--- config.mk ---
export PLATFORM = sky130hd
export DESIGN_NAME = onehot_sequencer
export DESIGN_NICKNAME = d
export VERILOG_FILES = /design/src/rtl/onehot_seq_pkg.sv /design/src/rtl/onehot_prescaler.sv /design/src/rtl/onehot_sequencer.sv
export SDC_FILE = /design/constraint.sdc
export NUM_CORES = 1
export LEC_CHECK = 0
export ABC_CLOCK_PERIOD_IN_PS = 2730
export CAP_MARGIN = 25
export CORE_MARGIN = 2
export CORE_UTILIZATION = 40
export DETAILED_ROUTE_END_ITERATION = 12
export HOLD_SLACK_MARGIN = 0.08
export PLACE_DENSITY_LB_ADDON = 0.25
export RECOVER_POWER = 50
export SLEW_MARGIN = 20
export SYNTH_ARGS = -nofsm -noshare
export SYNTH_HDL_FRONTEND = slang
export SYNTH_SLANG_ARGS = --single-unit
--- constraint.sdc ---
create_clock -name clock -period 2.73 [get_ports clock]
set_input_delay 0.546 -clock clock [delete_from_list [all_inputs] [get_ports clock]]
set_output_delay 0.546 -clock clock [all_outputs]
set_load 0.01 [all_outputs]
--- src/rtl/onehot_seq_pkg.sv ---
// Shared encodings for the one-hot sequencer.
//   mode_e : operating mode select (hold / load / rotate / bounce)
//   dir_e  : step direction, used for the rotate dir input and the bounce state
package onehot_seq_pkg;

  typedef enum logic [1:0] {
    MODE_HOLD   = 2'b00,
    MODE_LOAD   = 2'b01,
    MODE_ROT    = 2'b10,
    MODE_BOUNCE = 2'b11
  } mode_e;

  typedef enum logic {
    DIR_UP = 1'b0,
    DIR_DN = 1'b1
  } dir_e;

endpackage

--- src/rtl/onehot_prescaler.sv ---
// Step-rate prescaler: counts 0..PRESCALE-1 while enabled and not cleared, and
// flags a tick on the cycle the count sits at PRESCALE-1.
//   clock  : rising-edge clock
//   reset  : asynchronous active-high reset
//   clear  : synchronous counter clear (dominates enable)
//   enable : count enable; when low the counter is cleared
//   tick   : high on the last cycle of each PRESCALE-cycle period
module onehot_prescaler #(
  parameter int unsigned PRESCALE = 1
) (
  input  logic clock,
  input  logic reset,
  input  logic clear,
  input  logic enable,
  output logic tick
);

  // At least one bit so PRESCALE=1 still has a legal (always-zero) counter.
  localparam int unsigned CntW = (PRESCALE > 1) ? $clog2(PRESCALE) : 1;
  localparam logic [CntW-1:0] CntLast = CntW'(PRESCALE - 1);

  logic [CntW-1:0] cnt_q, cnt_d;

  assign tick = enable && !clear && (cnt_q == CntLast);

  always_comb begin
    cnt_d = cnt_q;
    if (clear || !enable) begin
      cnt_d = '0;
    end else if (tick) begin
      cnt_d = '0;
    end else begin
      cnt_d = cnt_q + CntW'(1);
    end
  end

  always_ff @(posedge clock or posedge reset) begin
    if (reset) begin
      cnt_q <= '0;
    end else begin
      cnt_q <= cnt_d;
    end
  end

endmodule

--- src/rtl/onehot_sequencer.sv ---
// Registered one-hot sequencer. Holds an index and drives its one-hot image;
// the index can be held, loaded, rotated with wrap-around, or bounced between
// the ends at a prescaled step rate.
//   clock       : rising-edge clock
//   reset       : asynchronous active-high reset
//   enable      : output gate and step-counter enable
//   mode        : 00 hold, 01 load, 10 rotate, 11 bounce
//   dir         : rotate direction (0 up, 1 down), rotate mode only
//   binary_in   : index to load in load mode
//   decoder_out : registered one-hot image of the index, zero while disabled
//   index_out   : registered current index
//   wrap        : one-cycle pulse on a rotate wrap or bounce reversal
//   load_err    : one-cycle pulse when a load value is out of range
module onehot_sequencer
  import onehot_seq_pkg::*;
#(
  parameter int unsigned IN_SIZE  = 4,
  parameter int unsigned OUT_SIZE = 16,
  parameter int unsigned PRESCALE = 1
) (
  input  logic                clock,
  input  logic                reset,
  input  logic                enable,
  input  logic [1:0]          mode,
  input  logic                dir,
  input  logic [IN_SIZE-1:0]  binary_in,
  output logic [OUT_SIZE-1:0] decoder_out,
  output logic [IN_SIZE-1:0]  index_out,
  output logic                wrap,
  output logic                load_err
);

  // Explicit end index; with OUT_SIZE=2**IN_SIZE the +1/-1 arithmetic would
  // wrap on its own, but wrap detection still needs this compare.
  localparam logic [IN_SIZE-1:0] MaxIdx = IN_SIZE'(OUT_SIZE - 1);

  logic [IN_SIZE-1:0] index_q, next_index;
  dir_e               dir_q, next_dir;
  logic               next_wrap, next_load_err;
  logic               tick, cnt_clear;

  // Only rotate/bounce (mode[1]=1) run the step counter, so 10<->11 keeps it.
  assign cnt_clear = !mode[1];

  onehot_prescaler #(
    .PRESCALE(PRESCALE)
  ) u_prescaler (
    .clock (clock),
    .reset (reset),
    .clear (cnt_clear),
    .enable(enable),
    .tick  (tick)
  );

  always_comb begin
    next_index    = index_q;
    next_dir      = dir_q;
    next_wrap     = 1'b0;
    next_load_err = 1'b0;
    if (enable) begin
      unique case (mode)
        MODE_HOLD: begin
        end
        MODE_LOAD: begin
          // 32-bit compare so OUT_SIZE=2**IN_SIZE does not truncate to 0.
          if (32'(binary_in) < OUT_SIZE) begin
            next_index = binary_in;
            next_dir   = DIR_UP;
          end else begin
            next_load_err = 1'b1;
          end
        end
        MODE_ROT: begin
          if (tick) begin
            if (dir == DIR_UP) begin
              if (index_q == MaxIdx) begin
                next_index = '0;
                next_wrap  = 1'b1;
              end else begin
                next_index = index_q + IN_SIZE'(1);
              end
            end else begin
              if (index_q == '0) begin
                next_index = MaxIdx;
                next_wrap  = 1'b1;
              end else begin
                next_index = index_q - IN_SIZE'(1);
              end
            end
          end
        end
        MODE_BOUNCE: begin
          if (tick) begin
            if (dir_q == DIR_UP) begin
              if (index_q == MaxIdx) begin
                next_index = MaxIdx - IN_SIZE'(1);
                next_dir   = DIR_DN;
                next_wrap  = 1'b1;
              end else begin
                next_index = index_q + IN_SIZE'(1);
              end
            end else begin
              if (index_q == '0) begin
                next_index = IN_SIZE'(1);
                next_dir   = DIR_UP;
                next_wrap  = 1'b1;
              end else begin
                next_index = index_q - IN_SIZE'(1);
              end
            end
          end
        end
      endcase
    end
  end

  always_ff @(posedge clock or posedge reset) begin
    if (reset) begin
      index_q     <= '0;
      dir_q       <= DIR_UP;
      decoder_out <= '0;
      wrap        <= 1'b0;
      load_err    <= 1'b0;
    end else begin
      index_q     <= next_index;
      dir_q       <= next_dir;
      decoder_out <= enable ? (OUT_SIZE'(1) << next_index) : '0;
      wrap        <= next_wrap;
      load_err    <= next_load_err;
    end
  end

  assign index_out = index_q;

endmodule

## After elaboration in Yosys (flattened, before gate mapping)

Cells that the tools add are included.

| word-level totals | value |
|---|---|
| bits in registers | 23 |
| input bits | 10 |
| output and inout port bits | 22 |
| logic and storage cells | 48 |

| operators by class | value |
|---|---|
| $add $sub $neg | 3 |
| equality and inequality tests | 5 |
| shift-type cells | 1 |
| mux-type cells | 25 |
| bitwise logic cells | 1 |
| reduce and logical (&&, ||, !) cells | 8 |

Operators by type and width:

| operator | number |
|---|---|
| $mux 4 | 9 |
| $mux 16 | 1 |
| $shl 1x4->16 const A | 1 |
| $mux 1 | 12 |
| $pmux 4 s3 | 1 |
| $add 4x1->4 const B | 1 |
| $eq 2x2->1 const B | 2 |
| $eq 4x4->1 const B | 1 |
| $logic_not 4->1 | 1 |
| $pmux 1 s2 | 2 |
| $sub 4x1->4 const B | 1 |
| $reduce_and 3->1 | 1 |
| $eq 2x1->1 const B | 1 |
| $logic_and 1x1->1 | 2 |
| $logic_not 1->1 | 2 |
| $ne 2x2->1 const B | 1 |
| $reduce_bool 2->1 | 1 |
| $add 1x1->1 const B | 1 |
| $logic_or 1x1->1 | 1 |
| $not 1->1 | 1 |

## Logic depth before layout (Yosys ltp)

| logic depth | value |
|---|---|
| depth in word-level cells | 8 |
| gate-level depth with buffers | 10 |
| gate-level depth less buffers | 7 |

## Modules after synthesis

A second synthesis with hierarchy kept.

| unflattened totals | value |
|---|---|
| cells, all modules | 144 |
| area, all modules | 1418.9 um2 |

Modules (own cells, without submodules):

| module | instances | cells an instance | area an instance (um2) | sequential area each (um2) |
|---|---|---|---|---|
| onehot_sequencer | 1 | 140 | 1373.8 | 550.5 |
| onehot_prescaler | 1 | 4 | 45.0 | 25.0 |

## Least setup slack after synthesis

OpenSTA, ideal clock, no wires.

| timing path | value |
|---|---|
| path type | register to register |
| start point | register index_q[0], in the netlist index_out[0] |
| end point | register decoder_out[9] |
| setup time | 0.106 ns |
| arrival time | 2.343 ns |
| required time | 2.624 ns |
| slack | 0.281 ns |
| cell stages (with the launch flop) | 11 |
| buffers on the path | 3 |
| clock period less this slack | 2.449 ns |
| cells stage by stage | dfrtp_1 clkbuf_1 inv_1 ha_1 buf_2 mux2_2 mux2i_1 a311o_1 o221ai_2 buf_4 nor4b_1 |

| on the way | value |
|---|---|
| cells in the longest elaborated chain, start to end | 8 |
| elaborated cells on any way between the ends | 16 |
| those cells by class | add/sub: 2; eq/ne: 1; shift: 1; mux: 11; reduce/logical: 1 |

Ends and longest elaborated chain:

| item | RTL line | RTL |
|---|---|---|
| from (decl) | onehot_sequencer.sv:37 | `logic [IN_SIZE-1:0] index_q, next_index;` |
| from (signal assigned) | onehot_sequencer.sv:125 | `index_q <= next_index;` |
| $add 4x1->4, or another cell as far along | onehot_sequencer.sv:80, onehot_sequencer.sv:100 |  |
| $mux 4 (on tied branches) | -- |  |
| $mux 4 (on tied branches) | onehot_sequencer.sv:94, onehot_sequencer.sv:75 |  |
| $mux 4 (on tied branches) | onehot_sequencer.sv:93, onehot_sequencer.sv:74 |  |
| $pmux 4 s3 * | onehot_sequencer.sv:61 | `unique case (mode)` |
| $mux 4 * | onehot_sequencer.sv:60 | `if (enable) begin` |
| net next_index[1] | onehot_sequencer.sv:37 |  |
| $shl 1x4->16 * | onehot_sequencer.sv:127 | `decoder_out <= enable ? (OUT_SIZE'(1) << next_index) : '0;` |
| $mux 16 * | onehot_sequencer.sv:127 |  |
| to (signal assigned) | onehot_sequencer.sv:127 |  |
| to (decl) | onehot_sequencer.sv:27 | `output logic [OUT_SIZE-1:0] decoder_out,` |

The timed path passes the listed nets; every way through them passes the cells marked *.
A chain may end at the register's enable or synchronous reset.

## Worst setup path in the final report

| timing path | value |
|---|---|
| start point | register index_q[0], in the netlist index_out[0] |
| end point | register decoder_out[13] |

| on the way | value |
|---|---|
| cells in the longest elaborated chain, start to end | 8 |
| elaborated cells on any way between the ends | 16 |
| those cells by class | add/sub: 2; eq/ne: 1; shift: 1; mux: 11; reduce/logical: 1 |

Ends and longest elaborated chain:

| item | RTL line |
|---|---|
| $add 4x1->4, or another cell as far along | onehot_sequencer.sv:80, onehot_sequencer.sv:100 |
| $mux 4 (on tied branches) | -- |
| $mux 4 (on tied branches) | onehot_sequencer.sv:94, onehot_sequencer.sv:75 |
| $mux 4 (on tied branches) | onehot_sequencer.sv:93, onehot_sequencer.sv:74 |
| $pmux 4 s3 | onehot_sequencer.sv:61 |
| $mux 4 * | onehot_sequencer.sv:60 |
| $shl 1x4->16 * | onehot_sequencer.sv:127 |
| $mux 16 * | onehot_sequencer.sv:127 |

Mark *: on every way between the ends. The rest lies on a longest branch, timed or not.

==> impl_metrics.csv <==
group,metric,value,unit
status,outcome,"complete, no violations",
clocking,cts-root-buf,"clkbuf_8",
sta,maxSlewViolCount,0,
clocking,cts_resized,0,
floorplanning,fp-row-count,22,
clocking,worstSkewPairLatency,260,ps
grt,grt_max_degree,24,
clocking,ctsHoldBuffers,0,
drt,via_per_inst,5.80,
logic_synthesis,netlist_instances,154,
final_layout,antenna_cells,0,
drt,drtAntennaViolNets,0,
logic_synthesis,async_reset_ff_frac,1.00,
sta,period_share,0.923,
logic_synthesis,yosysTopAreaCell,"dfrtp_1",
sta,relSlewSlack,0.407,
logic_synthesis,synth_common_cells,"dfrtp_1, a21oi_1, nand2_1, nor2_1",
hold_path,holdCritStartpoint,"u_prescaler.cnt_q",
sta,post-route-min-period,2520,ps
final_layout,drive_gt1_frac,0.163,
drt,routed_wl,3.67,mm
floorplanning,dieWidth,65.8,um
logic_synthesis,syn-cell-area,1530,um^2
drt,drtIter0Drc,68,
floorplanning,die_h,65.8,um
sta,finalSetupViolCount,0,
sta,finalSetupTns,0,ps
power_and_ir_drop,p_leak,0.797,nW
setup_path,r2r_cells,7,
grt,grt_pass1_vias,1271,
setup_path,crit_type,"reg -> reg",
logic_synthesis,yosysWarnings,0,
grt,grt.total_usage,0.183,
clocking,cts_tree,"built",
logic_synthesis,synth-seq-area-share,0.377,
flow_run,maxCapViolations,0,
setup_path,reg2reg_from,"index_out[0]",
final_layout,syn2layout_area_growth,25.8,%
setup_path,r2r-end,"decoder_out[13]",
logic_synthesis,ys_ff_latch,23,
clocking,path_clk_slew,80,ps
drt,dr.pass1.iters,4,
sta,finalHoldViolations,0,
grt,grt_overflow,0,
floorplanning,coreArea,3660,um^2
drt,vias,1345,
drt,routedWlPerCell,15.8,um
logic_synthesis,avgSynthCellArea,9.90,um^2
hold_path,hold_path.class,"reg -> reg",
setup_path,cp-start-kind,"flop",
place,dp_hpwl,2.64,mm
logic_synthesis,synth_top_area_frac,0.377,
logic_synthesis,synth_cell_type_count,55,
clocking,h-tree-depth,1,
setup_path,end_kind,"flop",
clocking,cts_made_buffers,3,
sta,rsz0062_at_grt,"false",
drt,drc,0,
clocking,cts_setup_buffers,0,
setup_path,required,2870,ps
hold_path,whs_path_depth,2,
grt,grt_pass1_wl,6.14,mm
final_layout,nNetsFinal,199,
hold_path,hold_end,"wrap",
setup_path,path_max_fanout,17,
floorplanning,io_pins,32,
logic_synthesis,synth-main-ff-cell,"dfrtp_1",
power_and_ir_drop,pwr_density_cell,609,nW/um^2
clocking,cts_buffer_depth,2,
grt,antenna_found_initial,0,
floorplanning,die_area,4320,um^2
setup_path,r2r_slack,210,ps
logic_synthesis,yosysMostFrequentCell,"dfrtp_1",
power_and_ir_drop,peakVddDrop,0.310,mV
place,numPortBuffers,30,
setup_path,cp.arrival,2660,ps
sta,finClkSkew,6.74,ps
clocking,clkSinkCount,23,
logic_synthesis,synthTopCellsByArea,"dfrtp_1, nor4b_2, a21oi_1",
floorplanning,floorplan.initialDensity,0.417,
logic_synthesis,synth_edf_count,0,
place,place_congestion,0.907,
sta,holdWs,692,ps
sta,tightest_slew,889,ps
sta,fmax,0.397,GHz
## sequential cells by signal, indices dropped and copies added (netlist names)
signal             cells
decoder_out           16
dir_q                  1
index_out              4
u_prescaler.cnt_q      1
wrap                   1
## worst max-delay path, cell delays in order, from the launching register on
cell and delay (ps):
dfrtp_1 460, inv_1 120, ha_1 390, mux2_2 380, mux2i_1 140, a311o_1 210, o221ai_2 270, nor4b_1 420
## stage by stage
step | power [mW] | cells | area (um^2) | worst slack [ps] | utilization
finish | 1.17 | 232 | 1920 | 211 | 0.524
global route | 1.25 | 232 | 1920 | 5.85 | 0.524
CTS | 1.18 | 232 | 1920 | 239 | 0.524
detailed placement | 0.968 | 228 | 1870 | 94.6 | 0.512
global placement | 0.956 | 228 | 1870 | 108 | 0.512
floorplan | 0.805 | 155 | 1530 | 281 | -
## layout by cell type (no fill, tap or decap), types with 5 or more instances in the layout
cell             instances
a21oi_1                 11
buf_4                   10
clkdlybuf4s50_1         20
dfrtp_1                 23
dlygate4sd3_1           10
inv_1                    6
nand2_1                  8
nand3_1                  6
nor2_1                   7
nor4b_1                  5
o21ai_0                  5
## cells by family (layout without fill, tap and decap cells)
family	count (synthesis)	count (layout)	share of synthesized area
AOI/OAI and AO/OA	41	41	0.200
xor gates and xnor gates	1	1	0.00574
adders and majority gates	4	4	0.0328
buffers and inverters	21	50	0.0746
DFF	23	23	0.377
muxes	6	6	0.0410
other	1	2	0.00246
and+or+nand+nor	57	57	0.266
## where the power goes
part           total [mW]  switching [mW]  internal (mW)  leakage, nW
sequential          0.436          0.0601          0.375        0.308
clock               0.207           0.105          0.102       0.0255
combinational       0.526           0.285          0.241        0.463
total                1.17           0.450          0.719        0.797
## cell type report
type | instances | area [um^2]
clock buffer | 3 | 41.3
clock inverter | 1 | 5.00
fill | 346 | 1740
inverter | 6 | 22.5
multi-input combinational | 111 | 840
sequential | 23 | 576
tap | 48 | 60.1
timing repair buffer | 40 | 375
## worst max-delay path by stage
stage / startpoint / endpoint / slack, ps / cells after the start
detailed placement: mode[1] / decoder_out[6] / 90 / 6
CTS: index_out[0] / decoder_out[9] / 240 / 7
floorplan: index_out[0] / decoder_out[9] / 280 / 10
global route: index_out[0] / decoder_out[9] / 6 / 7
finish: index_out[0] / decoder_out[13] / 210 / 7
global placement: enable / decoder_out[6] / 110 / 7
## metal layers
| layer | part of all wire | up-vias | GRT usage |
|---|---|---|---|
| met4 | 0.023 | 0 | 0.0651 |
| met5 | 0 | - | 0 |
| met2 | 0.47 | 46 | 0.280 |
| met1 | 0.46 | 650 | 0.257 |
| met3 | 0.046 | 11 | 0.0325 |
| li1 | - | 638 | - |
No activity file was read; power rests on OpenSTA's default activity.
